## config.mk

```make
export PLATFORM = sky130hd
export DESIGN_NAME = rptr_empty_level
export DESIGN_NICKNAME = d
export VERILOG_FILES = /design/src/rtl/rptr_empty_level.sv
export SDC_FILE = /design/constraint.sdc
export NUM_CORES = 1
export LEC_CHECK = 0
export ABC_AREA = 0
export BUFFER_PORTS_ARGS = -buffer_cell sky130_fd_sc_hd__buf_2
export CAP_MARGIN = 20
export CORE_AREA = 2 2 66 68
export DETAILED_ROUTE_END_ITERATION = 16
export DIE_AREA = 0 0 68 70
export PLACE_DENSITY = 0.54
export SYNTH_ARGS = -nofsm -noshare
export SYNTH_HDL_FRONTEND = slang
export SYNTH_SLANG_ARGS = --single-unit
```

## constraint.sdc

```tcl
create_clock -name rclk -period 4.2 [get_ports rclk]
set_input_delay 0.63 -clock rclk [delete_from_list [all_inputs] [get_ports rclk]]
set_output_delay 0.63 -clock rclk [all_outputs]
set_load 0.05 [all_outputs]
```

## src/rtl/rptr_empty_level.sv

```systemverilog
// rptr_empty_level: read-side pointer, empty flag and occupancy tracking for
// an asynchronous FIFO.
// The write pointer (Gray code) is brought into the rclk domain through a
// SYNC_STAGES-deep flop chain. The block then derives the binary/Gray read
// pointers, a registered empty flag, the read-domain occupancy and an
// almost-empty flag.
// Optional feature: define RPTR_UFLOW_ERR_EN to build the sticky underflow
// flag rerr. When it is undefined, rerr is tied low and rclr_err is unused.
module rptr_empty_level #(
    parameter int unsigned ADDRSIZE    = 4,
    parameter int unsigned SYNC_STAGES = 2
) (
    input  logic                rclk,
    input  logic                rrst_n,
    input  logic                rinc,
    input  logic [ADDRSIZE:0]   wptr_gray,
    input  logic [ADDRSIZE:0]   rae_thresh,
    input  logic                rclr_err,
    output logic [ADDRSIZE-1:0] raddr,
    output logic [ADDRSIZE:0]   rptr,
    output logic                rempty,
    output logic                raempty,
    output logic [ADDRSIZE:0]   rlevel,
    output logic                rerr
);

    localparam int unsigned PW = ADDRSIZE + 1;

    logic [SYNC_STAGES-1:0][PW-1:0] sync_q;
    logic [PW-1:0]                  rq_wptr;
    logic [PW-1:0]                  rq_wbin;
    logic [PW-1:0]                  rbin;
    logic [PW-1:0]                  rbinnext;
    logic [PW-1:0]                  rgraynext;
    logic [PW-1:0]                  level_next;
    logic                           pop_c;
    logic                           rempty_next;
    logic                           raempty_next;

    // Write-pointer synchronizer; only the final stage is used downstream.
    always_ff @(posedge rclk or negedge rrst_n) begin
        if (!rrst_n) begin
            sync_q <= '0;
        end else begin
            sync_q <= {sync_q[SYNC_STAGES-2:0], wptr_gray};
        end
    end

    assign rq_wptr = sync_q[SYNC_STAGES-1];

    // Gray-to-binary of the synchronized write pointer: bit i is the XOR of
    // all Gray bits at or above i.
    always_comb begin
        rq_wbin = '0;
        for (int i = 0; i < int'(PW); i++) begin
            rq_wbin[i] = ^(rq_wptr >> i);
        end
    end

    // Next read pointer and the flags/level it implies. Pops while empty
    // are dropped here so the pointers never move past the write pointer.
    always_comb begin
        pop_c        = rinc & ~rempty;
        rbinnext     = rbin + PW'(pop_c);
        rgraynext    = (rbinnext >> 1) ^ rbinnext;
        level_next   = rq_wbin - rbinnext;
        rempty_next  = (rgraynext == rq_wptr);
        raempty_next = (level_next <= rae_thresh);
    end

    // Read pointer, flag and level registers. The extra wrap bit keeps a
    // full FIFO (level 2^ADDRSIZE) distinct from an empty one.
    always_ff @(posedge rclk or negedge rrst_n) begin
        if (!rrst_n) begin
            rbin    <= '0;
            rptr    <= '0;
            rempty  <= 1'b1;
            raempty <= 1'b1;
            rlevel  <= '0;
        end else begin
            rbin    <= rbinnext;
            rptr    <= rgraynext;
            rempty  <= rempty_next;
            raempty <= raempty_next;
            rlevel  <= level_next;
        end
    end

    assign raddr = rbin[ADDRSIZE-1:0];

`ifdef RPTR_UFLOW_ERR_EN
    // Sticky underflow flag: a pop attempted while empty sets it, and a set
    // in the same cycle as a clear takes priority.
    always_ff @(posedge rclk or negedge rrst_n) begin
        if (!rrst_n) begin
            rerr <= 1'b0;
        end else if (rinc && rempty) begin
            rerr <= 1'b1;
        end else if (rclr_err) begin
            rerr <= 1'b0;
        end
    end
`else
    // Underflow reporting not built: constant output, clear input unused.
    logic unused_rclr_err;
    assign unused_rclr_err = rclr_err;
    assign rerr            = 1'b0;
`endif

endmodule

```

==> results.json <==
{
  "ctsLongestPathBuffers": 2,
  "slowest_delay_ns": 0.48,
  "post_cts_resized": 0,
  "post-dp-hpwl_mm": 1.41,
  "postSynthCellCount": 92,
  "synthDistinctLibCells": 20,
  "drc_violation_count_after_routing": 0,
  "ordered_list_of_cells_on_the_worst_path": "xor2_1 -> xnor2_1 -> xor2_1 -> xor2_1 -> ha_1 -> fa_1 -> inv_1 -> ha_1 -> nor2b_1 -> o21a_1 -> o21a_1 -> o21a_1 -> o21ai_0",
  "detail_routed_net_length_per_standard_cell_um": 9.80,
  "slew-limit-headroom": 0.629,
  "core.rowCount": 24,
  "post-place-ws_ns": 1.02,
  "yosys_register_bits": 26,
  "arrival_ns": 3.33,
  "die-area_sq_um": 4760,
  "floorplan.initialDensity": 0.282,
  "place_congestion": 0.671,
  "totalNegativeSetupSlack_ns": 0,
  "timing_worst_setup_path_type": "flip-flop to flip-flop",
  "start_kind": "flip-flop",
  "placement.cell_area_sq_um": 1370,
  "grt_antenna_before_repair": 0,
  "drt-total-wl_mm": 1.71,
  "design.core.area_sq_um": 4140,
  "clock_tree.root_cell": "sky130_fd_sc_hd__clkbuf_8",
  "worst_slew_pin_slew_ns": 0.555,
  "hold_viol": 0,
  "yosys.area.top_type": "sky130_fd_sc_hd__dfrtp_1",
  "grt.busiest_layer": "met2",
  "viasPerCell": 3.88,
  "worst_skew_pair.late_latency_ns": 0.26,
  "grt_start_max_net_pins": 27,
  "final_layout_size_suffix_gt1_frac": 0.287,
  "synth_seq_area_share": 0.558,
  "final.min_clock_period_ns": 3.15,
  "synthesis.area_sq_um": 1170,
  "finalSetupViolCount": 0,
  "final_min_period_over_clock_period": 0.749,
  "design_area_sq_um": 1410,
  "overflow_left_after_global_routing": 0,
  "max_clock_freq_ghz": 0.318,
  "synth.top_cells.by_area": "sky130_fd_sc_hd__dfrtp_1 51%, sky130_fd_sc_hd__ha_1 11%, sky130_fd_sc_hd__xnor2_1 7.5%",
  "yosysWarnings": 0,
  "grt_met3_usage": 0.0386,
  "cts.sink_count": 26,
  "grt_pass1_wl_mm": 3.04,
  "postLayoutSetupSlackWorst_ns": 1.05,
  "postLayoutCoreUtil": 0.340,
  "cp_max_fo": 3,
  "io_buffers": 28,
  "cts_inserted_buffers": 3,
  "hp-class": "input port to asynchronous set/reset pin",
  "grt.met1_usage": 0.106,
  "timing.critical_path.required_ns": 4.38,
  "timing.max_cap.violations": 0,
  "global_route.usage.total": 0.0842,
  "cts_setup_buffers": 0,
  "antenna_cells": 0,
  "clock_skew_ns": 0.00330,
  "report.final.slew_viol_count": 0,
  "design.portCount": 31,
  "design.final.nets": 149,
  "worst_path_max_delay_cell": "sky130_fd_sc_hd__fa_1",
  "holdBufCountCts": 0,
  "run_status": "complete, no violations",
  "height_of_the_chip_um": 70,
  "postSynthNetCount": 117,
  "vias": 675,
  "detail-route-antenna-nets": 0,
  "tritoncts": "done",
  "cts_htree_levels": 1,
  "dr.pass1.iters": 5,
  "global_route.usage.met2": 0.134,
  "grt_pass1_vias": 668,
  "rsz0062_at_grt": "false",
  "synth.avg_cell_area_sq_um": 12.7,
  "detail_route.iter0.violations": 21,
  "setup.worst_path.end_class": "flip-flop",
  "die_w_um": 68,
  "synth_top_area_frac": 0.513,
  "path_clk_slew_ns": 0.08,
  "area_growth_pct": 20.4
}
-- synth_stat cells, drive strengths merged --
cell type  instances
nand3              4
ha                10
dfstp              2
fa                 1
inv               15
xnor2             10
conb               1
dfrtp             24
o21ai              1
o21a               3
a21o               2
a21oi              2
a2111oi            1
and3b              1
and3               1
buf                1
nor2b              2
or3                1
xor2              10
-- worst max-delay path: cells and delay by family (launching register included) --
kind,cells,cell delay [ns]
buffers and inverters,1,0.05
AOI/OAI and AO/OA,4,0.62
and+or+nand+nor,1,0.13
DFF,1,0.40
xor gates and xnor gates,4,0.86
adders and majority gates,3,1.00
-- registers in the layout, summed over array words and instances, names as in the netlist --
register	count
raempty	1
rempty	1
rlevel	5
sync_q	5
rbin	5
rq_wptr	5
rptr	4
-- per-layer routing --
metal / wire [um] / up-vias / part of all wire
li1: - / 349 / -
met1: 723 / 305 / 0.42
met2: 822 / 21 / 0.48
met3: 161 / 0 / 0.094
met4: 0 / 0 / 0
met5: 0 / - / 0
-- cells by family after synthesis --
group | Yosys count | share of synthesized area
other | 1 | 0.00321
buffers and inverters | 16 | 0.0545
adder cells (fa/ha/maj) | 11 | 0.124
AO/OA/AOI/OAI | 9 | 0.0577
AND/OR/NAND/NOR | 9 | 0.0460
flip-flops | 26 | 0.558
XOR/XNOR | 20 | 0.156
-- path summary, 6_finish.rpt --
kind,start,cells after the start,to,slack [ns]
max in group asynchronous,rrst_n,1,raempty$_DFF_PN1_,3.48
worst max-delay path,rq_wptr[4]$_DFF_PN0_,13,raempty$_DFF_PN1_,1.05
worst min-delay path,rrst_n,1,rlevel[1]$_DFF_PN0_,0.34
min in group rclk,sync_q[1]$_DFF_PN0_,0,rq_wptr[1]$_DFF_PN0_,0.35
worst min register to register,sync_q[1]$_DFF_PN0_,0,rq_wptr[1]$_DFF_PN0_,0.35
worst max register to register,rq_wptr[4]$_DFF_PN0_,13,raempty$_DFF_PN1_,1.05
-- cell usage in the layout (no fill, tap or decap), drive strengths merged --
cell and instances:
a21oi 2, ha 10, inv 15, a21o 2
nand3 4, dfrtp 24, buf 28, nor2b 2
xor2 10, or3 1, fa 1, a2111oi 1
o21a 3, and3b 1, clkbuf 3, o21ai 1
conb 1, dfstp 2, xnor2 10, and3 1
-- cell type report --
| cell class | count | area [sq um] |
|---|---|---|
| inverters | 15 | 56.3 |
| multi-input cells | 50 | 453 |
| fillers | 429 | 2740 |
| repair buffers | 28 | 140 |
| flip-flops and latches | 26 | 653 |
| well taps | 52 | 65.1 |
| clock buffers | 3 | 41.3 |
-- per-stage QoR --
| stage | std cells | hold slack, ns |
|---|---|---|
| after detailed placement | 171 | 0.335 |
| after global placement | 171 | 0.334 |
| after global routing | 174 | 0.353 |
| after CTS | 174 | 0.352 |
| final | 174 | 0.343 |
| after floorplan | 92 | 0.331 |
Power is left out: the tool's default activity adds up to more than one toggle a clock period on the data nets, which glitch-free logic cannot reach.
